## src/rtl/fan_pkg.sv

```systemverilog
// Shared definitions for the fan duty scheduler: fan level encodings,
// level-to-duty constants and the ramp FSM state enumeration.
package fan_pkg;

  typedef enum logic [1:0] {
    LVL_OFF = 2'd0,
    LVL_1   = 2'd1,
    LVL_2   = 2'd2,
    LVL_3   = 2'd3
  } level_e;

  localparam logic [6:0] DUTY_L0 = 7'd0;
  localparam logic [6:0] DUTY_L1 = 7'd33;
  localparam logic [6:0] DUTY_L2 = 7'd66;
  localparam logic [6:0] DUTY_L3 = 7'd99;

  typedef enum logic [1:0] {
    IDLE      = 2'd0,
    RAMP_UP   = 2'd1,
    HOLD      = 2'd2,
    RAMP_DOWN = 2'd3
  } state_e;

  function automatic logic [6:0] level_to_duty(input logic [1:0] lvl);
    case (lvl)
      LVL_1:   level_to_duty = DUTY_L1;
      LVL_2:   level_to_duty = DUTY_L2;
      LVL_3:   level_to_duty = DUTY_L3;
      default: level_to_duty = DUTY_L0;
    endcase
  endfunction

endpackage

```

## src/rtl/fan_ramp_tick.sv

```systemverilog
// Ramp step prescaler: pulses strobe once every RAMP_DIV clk cycles.
// Ports:
//   clk     - clock
//   reset_n - synchronous active-low reset
//   clear   - restart the count from zero (held while not ramping)
//   strobe  - one-cycle step pulse, high in the last cycle of each period
module fan_ramp_tick
  #(parameter int RAMP_DIV = 100000)
  (
    input  logic clk,
    input  logic reset_n,
    input  logic clear,
    output logic strobe
  );

  localparam int CW = (RAMP_DIV > 1) ? $clog2(RAMP_DIV) : 1;
  localparam logic [CW-1:0] LAST = CW'(RAMP_DIV - 1);

  logic [CW-1:0] cnt_q, cnt_d;

  assign strobe = (cnt_q == LAST);

  always_comb begin
    cnt_d = cnt_q + 1'b1;
    if (clear || strobe) cnt_d = '0;
  end

  always_ff @(posedge clk) begin
    if (!reset_n) cnt_q <= '0;
    else          cnt_q <= cnt_d;
  end

endmodule

```

## src/rtl/fan_duty_sched.sv

```systemverilog
// Fan duty scheduler: selects a fan level (manual button or temperature
// driven auto mode), gates it off on timer expiry or absence of a person,
// and ramps the PWM duty toward the level's target one step at a time.
// Ports:
//   clk, reset_n          - clock, synchronous active-low reset
//   speed_btn_pe          - pulse: advance manual level (leaves auto mode)
//   auto_btn_pe           - pulse: toggle auto mode
//   timer_stop            - level: off-timer expired, stop the fan
//   distance_cm           - ultrasonic distance; far away stops the fan
//   temperature           - degrees C, drives the auto level
//   duty                  - PWM duty 0..99
//   level                 - effective level 0..3
//   auto_on               - auto mode active
//   fan_run               - duty is nonzero
module fan_duty_sched
  import fan_pkg::*;
  #(
    parameter int RAMP_DIV = 100000,
    parameter int NEAR_CM  = 20,
    parameter int T_LO     = 25,
    parameter int T_HI     = 30
  )
  (
    input  logic        clk,
    input  logic        reset_n,
    input  logic        speed_btn_pe,
    input  logic        auto_btn_pe,
    input  logic        timer_stop,
    input  logic [15:0] distance_cm,
    input  logic [7:0]  temperature,
    output logic [6:0]  duty,
    output logic [1:0]  level,
    output logic        auto_on,
    output logic        fan_run
  );

  state_e      state_q, state_d;
  logic [6:0]  duty_q, duty_d;
  logic [1:0]  level_q, level_d;
  logic        auto_on_q, auto_on_d;
  logic        gate_q, gate_d;

  logic        gate;
  logic        gate_rise;
  logic [1:0]  auto_lvl;
  logic [6:0]  target;
  logic        strobe;
  logic        tick_clear;

  assign gate      = timer_stop || (distance_cm >= 16'(NEAR_CM));
  assign gate_d    = gate;
  assign gate_rise = gate && !gate_q;
  assign target    = gate ? DUTY_L0 : level_to_duty(level_q);

  always_comb begin
    if (temperature < 8'(T_LO))      auto_lvl = LVL_1;
    else if (temperature < 8'(T_HI)) auto_lvl = LVL_2;
    else                             auto_lvl = LVL_3;
  end

  // Level/mode selection. Frozen while gated so the fan resumes at the
  // same target. In auto mode level_q holds the current auto level, so a
  // speed press moves to auto level + 1 through the same increment path.
  always_comb begin
    auto_on_d = auto_on_q;
    level_d   = level_q;
    if (!gate) begin
      if (auto_btn_pe) begin
        auto_on_d = !auto_on_q;
      end else if (speed_btn_pe) begin
        auto_on_d = 1'b0;
        level_d   = level_q + 2'd1;
      end
      if (auto_on_d) level_d = auto_lvl;
    end
  end

  // Ramp FSM. A step never overshoots: the transition to HOLD/IDLE is
  // taken on the same edge that lands duty on the target.
  always_comb begin
    state_d = state_q;
    duty_d  = duty_q;
    if (gate_rise) begin
      state_d = IDLE;
      duty_d  = 7'd0;
    end else begin
      case (state_q)
        IDLE: begin
          duty_d = 7'd0;
          if (target > 7'd0) state_d = RAMP_UP;
        end
        RAMP_UP: begin
          if (target < duty_q) begin
            state_d = RAMP_DOWN;
          end else if (target == duty_q) begin
            state_d = (duty_q == 7'd0) ? IDLE : HOLD;
          end else if (strobe) begin
            duty_d = duty_q + 7'd1;
            if (duty_d == target) state_d = HOLD;
          end
        end
        HOLD: begin
          if (target > duty_q)      state_d = RAMP_UP;
          else if (target < duty_q) state_d = RAMP_DOWN;
        end
        RAMP_DOWN: begin
          if (target > duty_q) begin
            state_d = RAMP_UP;
          end else if (target == duty_q) begin
            state_d = (duty_q == 7'd0) ? IDLE : HOLD;
          end else if (strobe) begin
            duty_d = duty_q - 7'd1;
            if (duty_d == 7'd0)        state_d = IDLE;
            else if (duty_d == target) state_d = HOLD;
          end
        end
        default: begin
          state_d = IDLE;
          duty_d  = 7'd0;
        end
      endcase
    end
  end

  // Prescaler runs only inside a ramp state and restarts on every state
  // change, so the first step lands a full period after entering a ramp.
  assign tick_clear = (state_d != state_q) ||
                      !((state_q == RAMP_UP) || (state_q == RAMP_DOWN));

  fan_ramp_tick #(.RAMP_DIV(RAMP_DIV)) u_tick (
    .clk     (clk),
    .reset_n (reset_n),
    .clear   (tick_clear),
    .strobe  (strobe)
  );

  always_ff @(posedge clk) begin
    if (!reset_n) begin
      state_q   <= IDLE;
      duty_q    <= 7'd0;
      level_q   <= 2'd0;
      auto_on_q <= 1'b0;
      gate_q    <= 1'b0;
    end else begin
      state_q   <= state_d;
      duty_q    <= duty_d;
      level_q   <= level_d;
      auto_on_q <= auto_on_d;
      gate_q    <= gate_d;
    end
  end

  assign duty    = duty_q;
  assign level   = level_q;
  assign auto_on = auto_on_q;
  assign fan_run = (duty_q != 7'd0);

endmodule

```

## config.mk

```make
export PLATFORM = sky130hd
export DESIGN_NAME = fan_duty_sched
export DESIGN_NICKNAME = d
export VERILOG_FILES = /design/src/rtl/fan_pkg.sv /design/src/rtl/fan_ramp_tick.sv /design/src/rtl/fan_duty_sched.sv
export SDC_FILE = /design/constraint.sdc
export NUM_CORES = 1
export LEC_CHECK = 0
export CAP_MARGIN = 20
export CORE_MARGIN = 2
export CORE_UTILIZATION = 40
export DETAILED_ROUTE_END_ITERATION = 8
export PLACE_DENSITY = 0.71
export SKIP_CTS_REPAIR_TIMING = 1
export SLEW_MARGIN = 30
export SYNTH_ARGS = -nofsm -noshare
export SYNTH_HDL_FRONTEND = slang
export SYNTH_SLANG_ARGS = --single-unit
```

## constraint.sdc

```tcl
create_clock -name clk -period 6.8 [get_ports clk]
set_clock_uncertainty 0.05 [all_clocks]
set_input_delay 1.36 -clock clk [delete_from_list [all_inputs] [get_ports clk]]
set_output_delay 1.36 -clock clk [all_outputs]
set_load 0.02 [all_outputs]
```

* Yosys cells after proc, flatten, opt, wreduce, memory -nomap -nowiden
Index checks and enable logic that the tools add are counted.
Word-level totals: word-level logic and storage cells 86, register bits 30, output and inout bits 11, bits of input ports 29
Operators by class: $add $sub $neg 4, equal/unequal tests 18, muxes and demuxes 32, reductions and logical operators 18, order comparisons 6, bitwise logic cells 2
Operators with widths (count):
- 7-bit two-way mux | 7
- 7-bit one-hot mux with 3 select lines | 2
- 2-bit two-way mux | 18
- 7-bit equality test | 3
- 17-bit by 1-bit adder with 17-bit output (second input constant) | 1
- 17-bit equality test (second input constant) | 1
- 16-bit by 5-bit greater-or-equal comparator with 1-bit output (second input constant) | 1
- 8-bit by 5-bit less-than comparator with 1-bit output (second input constant) | 2
- 7-bit logical NOT | 2
- 2-bit equality test (second input constant) | 4
- 2-bit != test (second input constant) | 4
- 2-bit one-hot mux with 4 select lines | 1
- 7-bit by 1-bit adder with 7-bit output (second input constant) | 1
- 7-bit by 1-bit greater-than comparator with 1-bit output (second input constant) | 1
- 7-bit greater-than comparator | 1
- 7-bit less-than comparator | 1
- 7-bit AND reduction | 1
- 7-bit nonzero test | 1
- 7-bit by 1-bit subtractor with 7-bit output (second input constant) | 1
- 2-bit by 1-bit != test with 1-bit output (second input constant) | 3
- 2-bit by 1-bit equality test with 1-bit output (second input constant) | 2
- 1-bit logical OR | 4
- 1-bit two-way mux | 4
- 2-bit OR reduction | 2
- other kinds (9) | 12

* Longest topological paths before layout
Gate-level depths: netlist of run 1.
depth in word-level cells 15, depth in mapped cells 13, mapped depth without buffers 12

* Modules after synthesis
A second synthesis of run 1 with hierarchy kept.
Second synthesis, totals: cells, all modules 284, area total of the unflattened synthesis 2225.9 um^2
By module, submodules not included:
- fan_duty_sched | instances 1, cells each 196, area each 1437.6 um^2
- fan_ramp_tick | instances 1, cells each 88, area each 788.3 um^2

* Least setup slack after synthesis of run 1
Ideal clock, no wire load.
path type input -> register, start in distance_cm[6], end reg u_tick.cnt_q[10], setup slack 2.578 ns, stages on the path 11, arrival time 4.042 ns, setup time 0.130 ns, path buffers 1, cell sequence nor4_2 nand4_2 nor2_2 ha_1 nor2b_1 o211ai_1 nand2_1 or4_4 o31ai_4 buf_8 a2111oi_2
Between the ends: word-level cells in the longest chain between the ends 15
RTL lines:
- from (decl) | line fan_duty_sched.sv:29 | input logic [15:0] distance_cm,
- 16-bit by 5-bit greater-or-equal comparator with 1-bit output (*) | line fan_duty_sched.sv:50 | assign gate = timer_stop || (distance_cm >= 16'(NEAR_CM));
- 1-bit logical OR (*) | line fan_duty_sched.sv:50
- 7-bit two-way mux | line fan_duty_sched.sv:53 | assign target = gate ? DUTY_L0 : level_to_duty(level_q);
- 7-bit equality test | line fan_duty_sched.sv:114 | else if (duty_d == target) state_d = HOLD;
- 2-bit two-way mux | line fan_duty_sched.sv:114
- 2-bit two-way mux | line fan_duty_sched.sv:113 | if (duty_d == 7'd0) state_d = IDLE;
- 2-bit two-way mux | line fan_duty_sched.sv:111 | end else if (strobe) begin
- 2-bit two-way mux | line fan_duty_sched.sv:109 | end else if (target == duty_q) begin
- 2-bit two-way mux | line fan_duty_sched.sv:107 | if (target > duty_q) begin
- 2-bit one-hot mux with 4 select lines | line fan_duty_sched.sv:87 | case (state_q)
- 2-bit two-way mux (*) | line fan_duty_sched.sv:83 | if (gate_rise) begin
- 2-bit != test (*) | line fan_duty_sched.sv:127 | assign tick_clear = (state_d != state_q) ||
- 1-bit logical OR (*) | line fan_duty_sched.sv:127
- 1-bit logical OR (*) | line fan_ramp_tick.sv:25 | if (clear || strobe) cnt_d = '0;
- 2-bit OR reduction (no line) (*)
- to (signal assigned) | line fan_ramp_tick.sv:30 | else cnt_q <= cnt_d;
- to (decl) | line fan_ramp_tick.sv:19 | logic [CW-1:0] cnt_q, cnt_d;
Every way passes the cells marked *; elsewhere a longest branch is shown, timed or not. A chain may end at the register's enable or synchronous reset.

* Worst setup path in the final report of run 1
start in distance_cm[15], end reg u_tick.cnt_q[1]
The elaborated chain is that of the path after synthesis.

==> results.json, run 1 <==
{
  "place_inst": 382,
  "timing.final.max_slew_violations": 0,
  "drt-pass1-iter-count": 5,
  "clock-root-buffer": "clkbuf_8",
  "synth_edf_count": 0,
  "critPathCaptureType": "flop",
  "power_density_nw_per_um2": 118,
  "routed_wl_um": 5580,
  "dp_hpwl_um": 4060,
  "drt_iter0_drc": 163,
  "critical_path_arrival_ns": 4.99,
  "rsz0062_at_grt": "false",
  "n_fill_cell": 579,
  "ant_nets": 0,
  "hold_viol_final": 0,
  "via_count": 2297,
  "r2r_cells": 12,
  "seqCellArea_sq_um": 601,
  "drive_gt1_frac": 0.151,
  "antenna_found_initial": 0,
  "grt-ovfl-total": 0,
  "hold-path-cell-count": 1,
  "cts_tree": "done",
  "cp_max_fo": 12,
  "ys_seq_area_frac": 0.244,
  "netlist_area_sq_um": 2460,
  "synth_flop_cell": "dfxtp_1",
  "avgRoutedWirePerCell_um": 14.2,
  "setup_tns_ns": 0,
  "numCtsBuffers": 5,
  "hold_class": "flop to flop",
  "worstMarginPinSlew_ns": 0.725,
  "critPathLaunchType": "input pin",
  "grt_max_degree": 21,
  "cts_buffer_depth": 2,
  "nNetsFinal": 358,
  "crit_type": "input pin to flop",
  "first_global_vias": 2084,
  "syn_nets": 324,
  "dp_slack_ns": 1.28,
  "synth_top_cell_by_area": "dfxtp_1",
  "outcome": "complete, no violations",
  "cap_violations": 0,
  "grtUsageMet2": 0.291,
  "ys.warnings.count": 0,
  "clk_pin_slew_ns": 0.07,
  "grt-busiest-layer": "met2",
  "die_area_sq_um": 6790,
  "met1_usage": 0.230,
  "fmax_ghz": 0.204,
  "ir_drop_mv": 0.0660,
  "multi_input_area_sq_um": 1740,
  "drc_errors": 0,
  "ys_seq_elements": 30,
  "area.growth.synth_to_final_pct": 20.8,
  "insertion_delay_ns": 0.28,
  "rows": 28,
  "setup_ws_ns": 1.90,
  "core_area_sq_um": 5920,
  "postLayoutCoreUtil": 0.502,
  "p_leak_uw": 0.000867,
  "synth_area_per_cell_sq_um": 8.72,
  "period_share": 0.721,
  "period_minus_slack_ns": 4.90,
  "cp.required_ns": 6.88,
  "slew_headroom": 0.516,
  "use_met3": 0.0446,
  "track_usage": 0.180,
  "final_cell_mix": "clkdlybuf4s50_1, dfxtp_1, nor2_1",
  "synth_top_area_share": 0.244,
  "syn_inst": 282,
  "place.gp.congestion": 0.828,
  "ioPinCount": 40,
  "ys_types": 68,
  "grt_pass1_wl_um": 9550,
  "synth-async-reset-ratio": 0,
  "final_common_cell": "clkdlybuf4s50_1",
  "h-tree-depth": 2,
  "start_util": 0.415,
  "fp.dieW_um": 82.4,
  "final_cell_count_no_fill": 392,
  "fp.dieH_um": 82.4,
  "n_antenna_cell": 0,
  "netlist_top_cells_area": "dfxtp_1, a2111oi_2, ha_1",
  "finalPower_uw": 352,
  "io_buffers": 37,
  "cts.sinks": 30,
  "vias_per_cell": 5.86,
  "finalSetupViolCount": 0
}
synthesized netlist by cell type, types with 3 or more instances:
master     number
a2111oi_0       7
a2111oi_2      11
a211oi_1        3
a21oi_1        11
a311oi_1        3
a41oi_1         3
and4_1          4
buf_2           3
clkbuf_1        4
dfxtp_1        30
ha_1           13
inv_1          12
mux2i_1         5
nand2_1        20
nand2b_1        3
nand3_1        16
nand4_1         3
nor2_1         22
nor2b_1         5
nor3_1          9
nor4_2          4
o21a_1          3
o21ai_0        14
xnor2_1        14
xor2_1          6
worst paths after layout:
path | startpoint | end | slack [ns]
max reg2reg | level[0] | u_tick.cnt_q[1] | 3.12
min | u_tick.cnt_q[0] | u_tick.cnt_q[0] | 0.45
max | distance_cm[15] | u_tick.cnt_q[1] | 1.90
min reg2reg | u_tick.cnt_q[0] | u_tick.cnt_q[0] | 0.45
metal layers:
layer | share of wire | vias to the layer above
li1 | - | 1145
met1 | 0.47 | 1079
met2 | 0.46 | 63
met3 | 0.055 | 10
met4 | 0.020 | 0
met5 | 0 | -
state kept, by name (all words and copies together), names as in the netlist:
signal	flops
auto_on	1
gate_q	1
u_tick.cnt_q	17
state_q	2
duty	7
level	2
logic make-up after synthesis:
| group | after synthesis | synth area share |
|---|---|---|
| compound gates | 76 | 0.267 |
| xor+xnor | 20 | 0.0712 |
| fa+ha+maj | 13 | 0.0661 |
| buf+inv | 24 | 0.0519 |
| flops | 30 | 0.244 |
| mux | 5 | 0.0203 |
| simple gates | 114 | 0.279 |
metrics by stage:
step	instance area, sq um	hold WS [ns]
finish	2970	0.454
global route	2970	0.468
floorplan	2460	0.404
CTS	2940	0.449
global placement	2840	0.436
detailed placement	2840	0.442
cell type report:
type | instances | area share
multi-input cells | 228 | 0.586
clock buffers | 6 | 0.0278
well taps | 75 | 0.0316
inverters | 12 | 0.0152
repair buffers | 39 | 0.134
flip-flops and latches | 30 | 0.202
clock inverters | 2 | 0.00421
report_power, final:
part           leakage, uW  switching, uW  internal, uW
registers         0.000242          0.162           176
logic             0.000578           7.42          15.5
clock network    0.0000472           71.4          81.3
total             0.000867           78.9           273
critical path: stages:
cell and delay (ns):
clkdlybuf4s50_1 0.41, nor4_2 0.35, nand4_2 0.30, nor2_2 0.30
ha_1 0.28, nor2b_1 0.13, o211ai_1 0.29, nand2_1 0.20
or4_4 0.56, o31ai_4 0.46, buf_6 0.24, a2111oi_0 0.11
No activity file was read; power rests on OpenSTA's default activity.
==> inputs of run 2 (changes only) <==
PLACE_DENSITY = 0.73   (was 0.71)
clock period = 4.2 ns   (was 6.8 ns; I/O delays follow)
==> run 2 against run 1 <==
  * Clock-buffer cell count did not move
  * Global-route usage rose by 0.87 points
  * Non-clock buffer count rose by 6
  * Critical endpoint is now u_tick.cnt_q[2]
  * Largest cell class unchanged
==> results.json, run 2 (same netlist as run 1, synthesis figures left out) <==
{
  "outcome": "complete, no violations",
  "area.growth.synth_to_final_pct": 23.2,
  "via_count": 2340,
  "critPathLaunchType": "input pin",
  "rsz0062_at_grt": "false",
  "cpMostUsedCell": "nand4_2",
  "rows": 28,
  "core_area_sq_um": 5920,
  "cts_tree": "done",
  "io_buffers": 37,
  "ir_drop_mv": 0.145,
  "largest_reg_flops": 17,
  "cp_num_buf_inv": 2,
  "cts_buffer_depth": 2,
  "fp.dieW_um": 82.4,
  "slew_headroom": 0.511,
  "insertion_delay_ns": 0.28,
  "grt_max_degree": 21,
  "path_cells": "clkdlybuf4s50_1 > nor4_2 > nand4_2 > nor2_2 > ha_1 > nor4b_2 > and4_2 > nor2b_1 > o31ai_2 > nand4_2 > buf_4 > a2111oi_0",
  "crit_start": "distance_cm[15]",
  "ant_nets": 0,
  "slowest_stage": "clkdlybuf4s50_1",
  "n_antenna_cell": 0,
  "crit_family": "simple AND/OR/NAND/NOR gates",
  "antenna_found_initial": 0,
  "period_minus_slack_ns": 3.84,
  "drt-pass1-iter-count": 4,
  "hold_viol_final": 0,
  "finalSetupViolCount": 0,
  "p_leak_uw": 0.000901,
  "power_density_nw_per_um2": 189,
  "cpPeakStageDelay_ns": 0.41,
  "drc_errors": 0,
  "r2r-start": "level[0]",
  "first_global_vias": 2229,
  "critical_path_arrival_ns": 3.96,
  "final_cell_count_no_fill": 398,
  "hold_class": "flop to flop",
  "drive_gt1_frac": 0.170,
  "hold-path-cell-count": 1,
  "final_common_cell": "clkdlybuf4s50_1",
  "regMostFlops": "u_tick.cnt_q",
  "grt_pass1_wl_um": 10100,
  "numCtsBuffers": 5,
  "endpoint": "u_tick.cnt_q[2]",
  "period_share": 0.915,
  "path_depth": 12,
  "cp.required_ns": 4.31,
  "worstMarginPinSlew_ns": 0.733,
  "critPathCaptureType": "flop",
  "whs_ns": 0.444,
  "clk_pin_slew_ns": 0.07,
  "fmax_ghz": 0.260,
  "ioPinCount": 40,
  "cts.sinks": 30,
  "postLayoutCoreUtil": 0.512,
  "h-tree-depth": 2,
  "final_cell_mix": "clkdlybuf4s50_1, dfxtp_1, nor2_1",
  "reg2reg_to": "u_tick.cnt_q[2]",
  "die_area_sq_um": 6790,
  "routed_wl_um": 5780,
  "timing.final.max_slew_violations": 0,
  "ff2ff_setup_slack_ns": 0.89,
  "clock-root-buffer": "clkbuf_8",
  "track_usage": 0.188,
  "avgRoutedWirePerCell_um": 14.5,
  "nNetsFinal": 364,
  "cp_max_fo": 17,
  "place_inst": 390,
  "place.gp.congestion": 0.855,
  "crit_type": "input pin to flop",
  "grt-ovfl-total": 0,
  "drt_iter0_drc": 129,
  "cap_violations": 0,
  "vias_per_cell": 5.88,
  "r2r_cells": 12,
  "fp.dieH_um": 82.4,
  "dp_hpwl_um": 4300,
  "start_util": 0.415
}
[run 2: cell count changes in the layout (fill, tap and decap cells not counted)]
cell,change
and4_1,-1
buf_8,-1
buf_4,+6
buf_12,+2
and4_2,+1
buf_6,-1
[run 2: metal layers]
metal	routed length (um)	GRT usage	share of wire
met5	0	0	0
met4	88	0.0567	0.015
met3	270	0.0380	0.047
met2	2700	0.313	0.47
met1	2720	0.245	0.47
[run 2: power by group]
part / internal [uW] / switching [uW] / total [uW] / leakage [uW]
Sequential: 285 / 0.243 / 285 / 0.000242
Combinational: 25.1 / 12.5 / 37.7 / 0.000611
Clock: 132 / 118 / 250 / 0.0000472
Total: 442 / 131 / 573 / 0.000901
[run 2: metrics by stage]
stage	worst slack, ns	setup TNS (ns)	power [uW]	instance area [sq um]
2_1_floorplan	0.498	0	300	2460
3_3_place_gp	0.0508	0	328	2930
3_5_place_dp	-0.0223	-0.0954	329	2930
4_1_cts	0.264	0	577	3020
5_1_grt	0.0325	0	592	3030
6_report	0.355	0	573	3030
[run 2: final cells by class]
cell class	instances	area, sq um
Fill cell	546	2890
Multi-Input combinational cell	228	1740
Sequential cell	30	601
Timing Repair Buffer	45	455
Tap cell	75	93.8
Clock buffer	6	82.6
Inverter	12	45.0
Clock inverter	2	12.5
[run 2: how the worst min path moves through the flow]
| stage | startpoint | to | slack (ns) |
|---|---|---|---|
| floorplan | u_tick.cnt_q[0] | u_tick.cnt_q[0] | 0.40 |
| global placement | u_tick.cnt_q[0] | u_tick.cnt_q[0] | 0.43 |
| detailed placement | u_tick.cnt_q[0] | u_tick.cnt_q[0] | 0.44 |
| CTS | u_tick.cnt_q[0] | u_tick.cnt_q[0] | 0.45 |
| global route | u_tick.cnt_q[0] | u_tick.cnt_q[0] | 0.48 |
| finish | u_tick.cnt_q[0] | u_tick.cnt_q[0] | 0.44 |
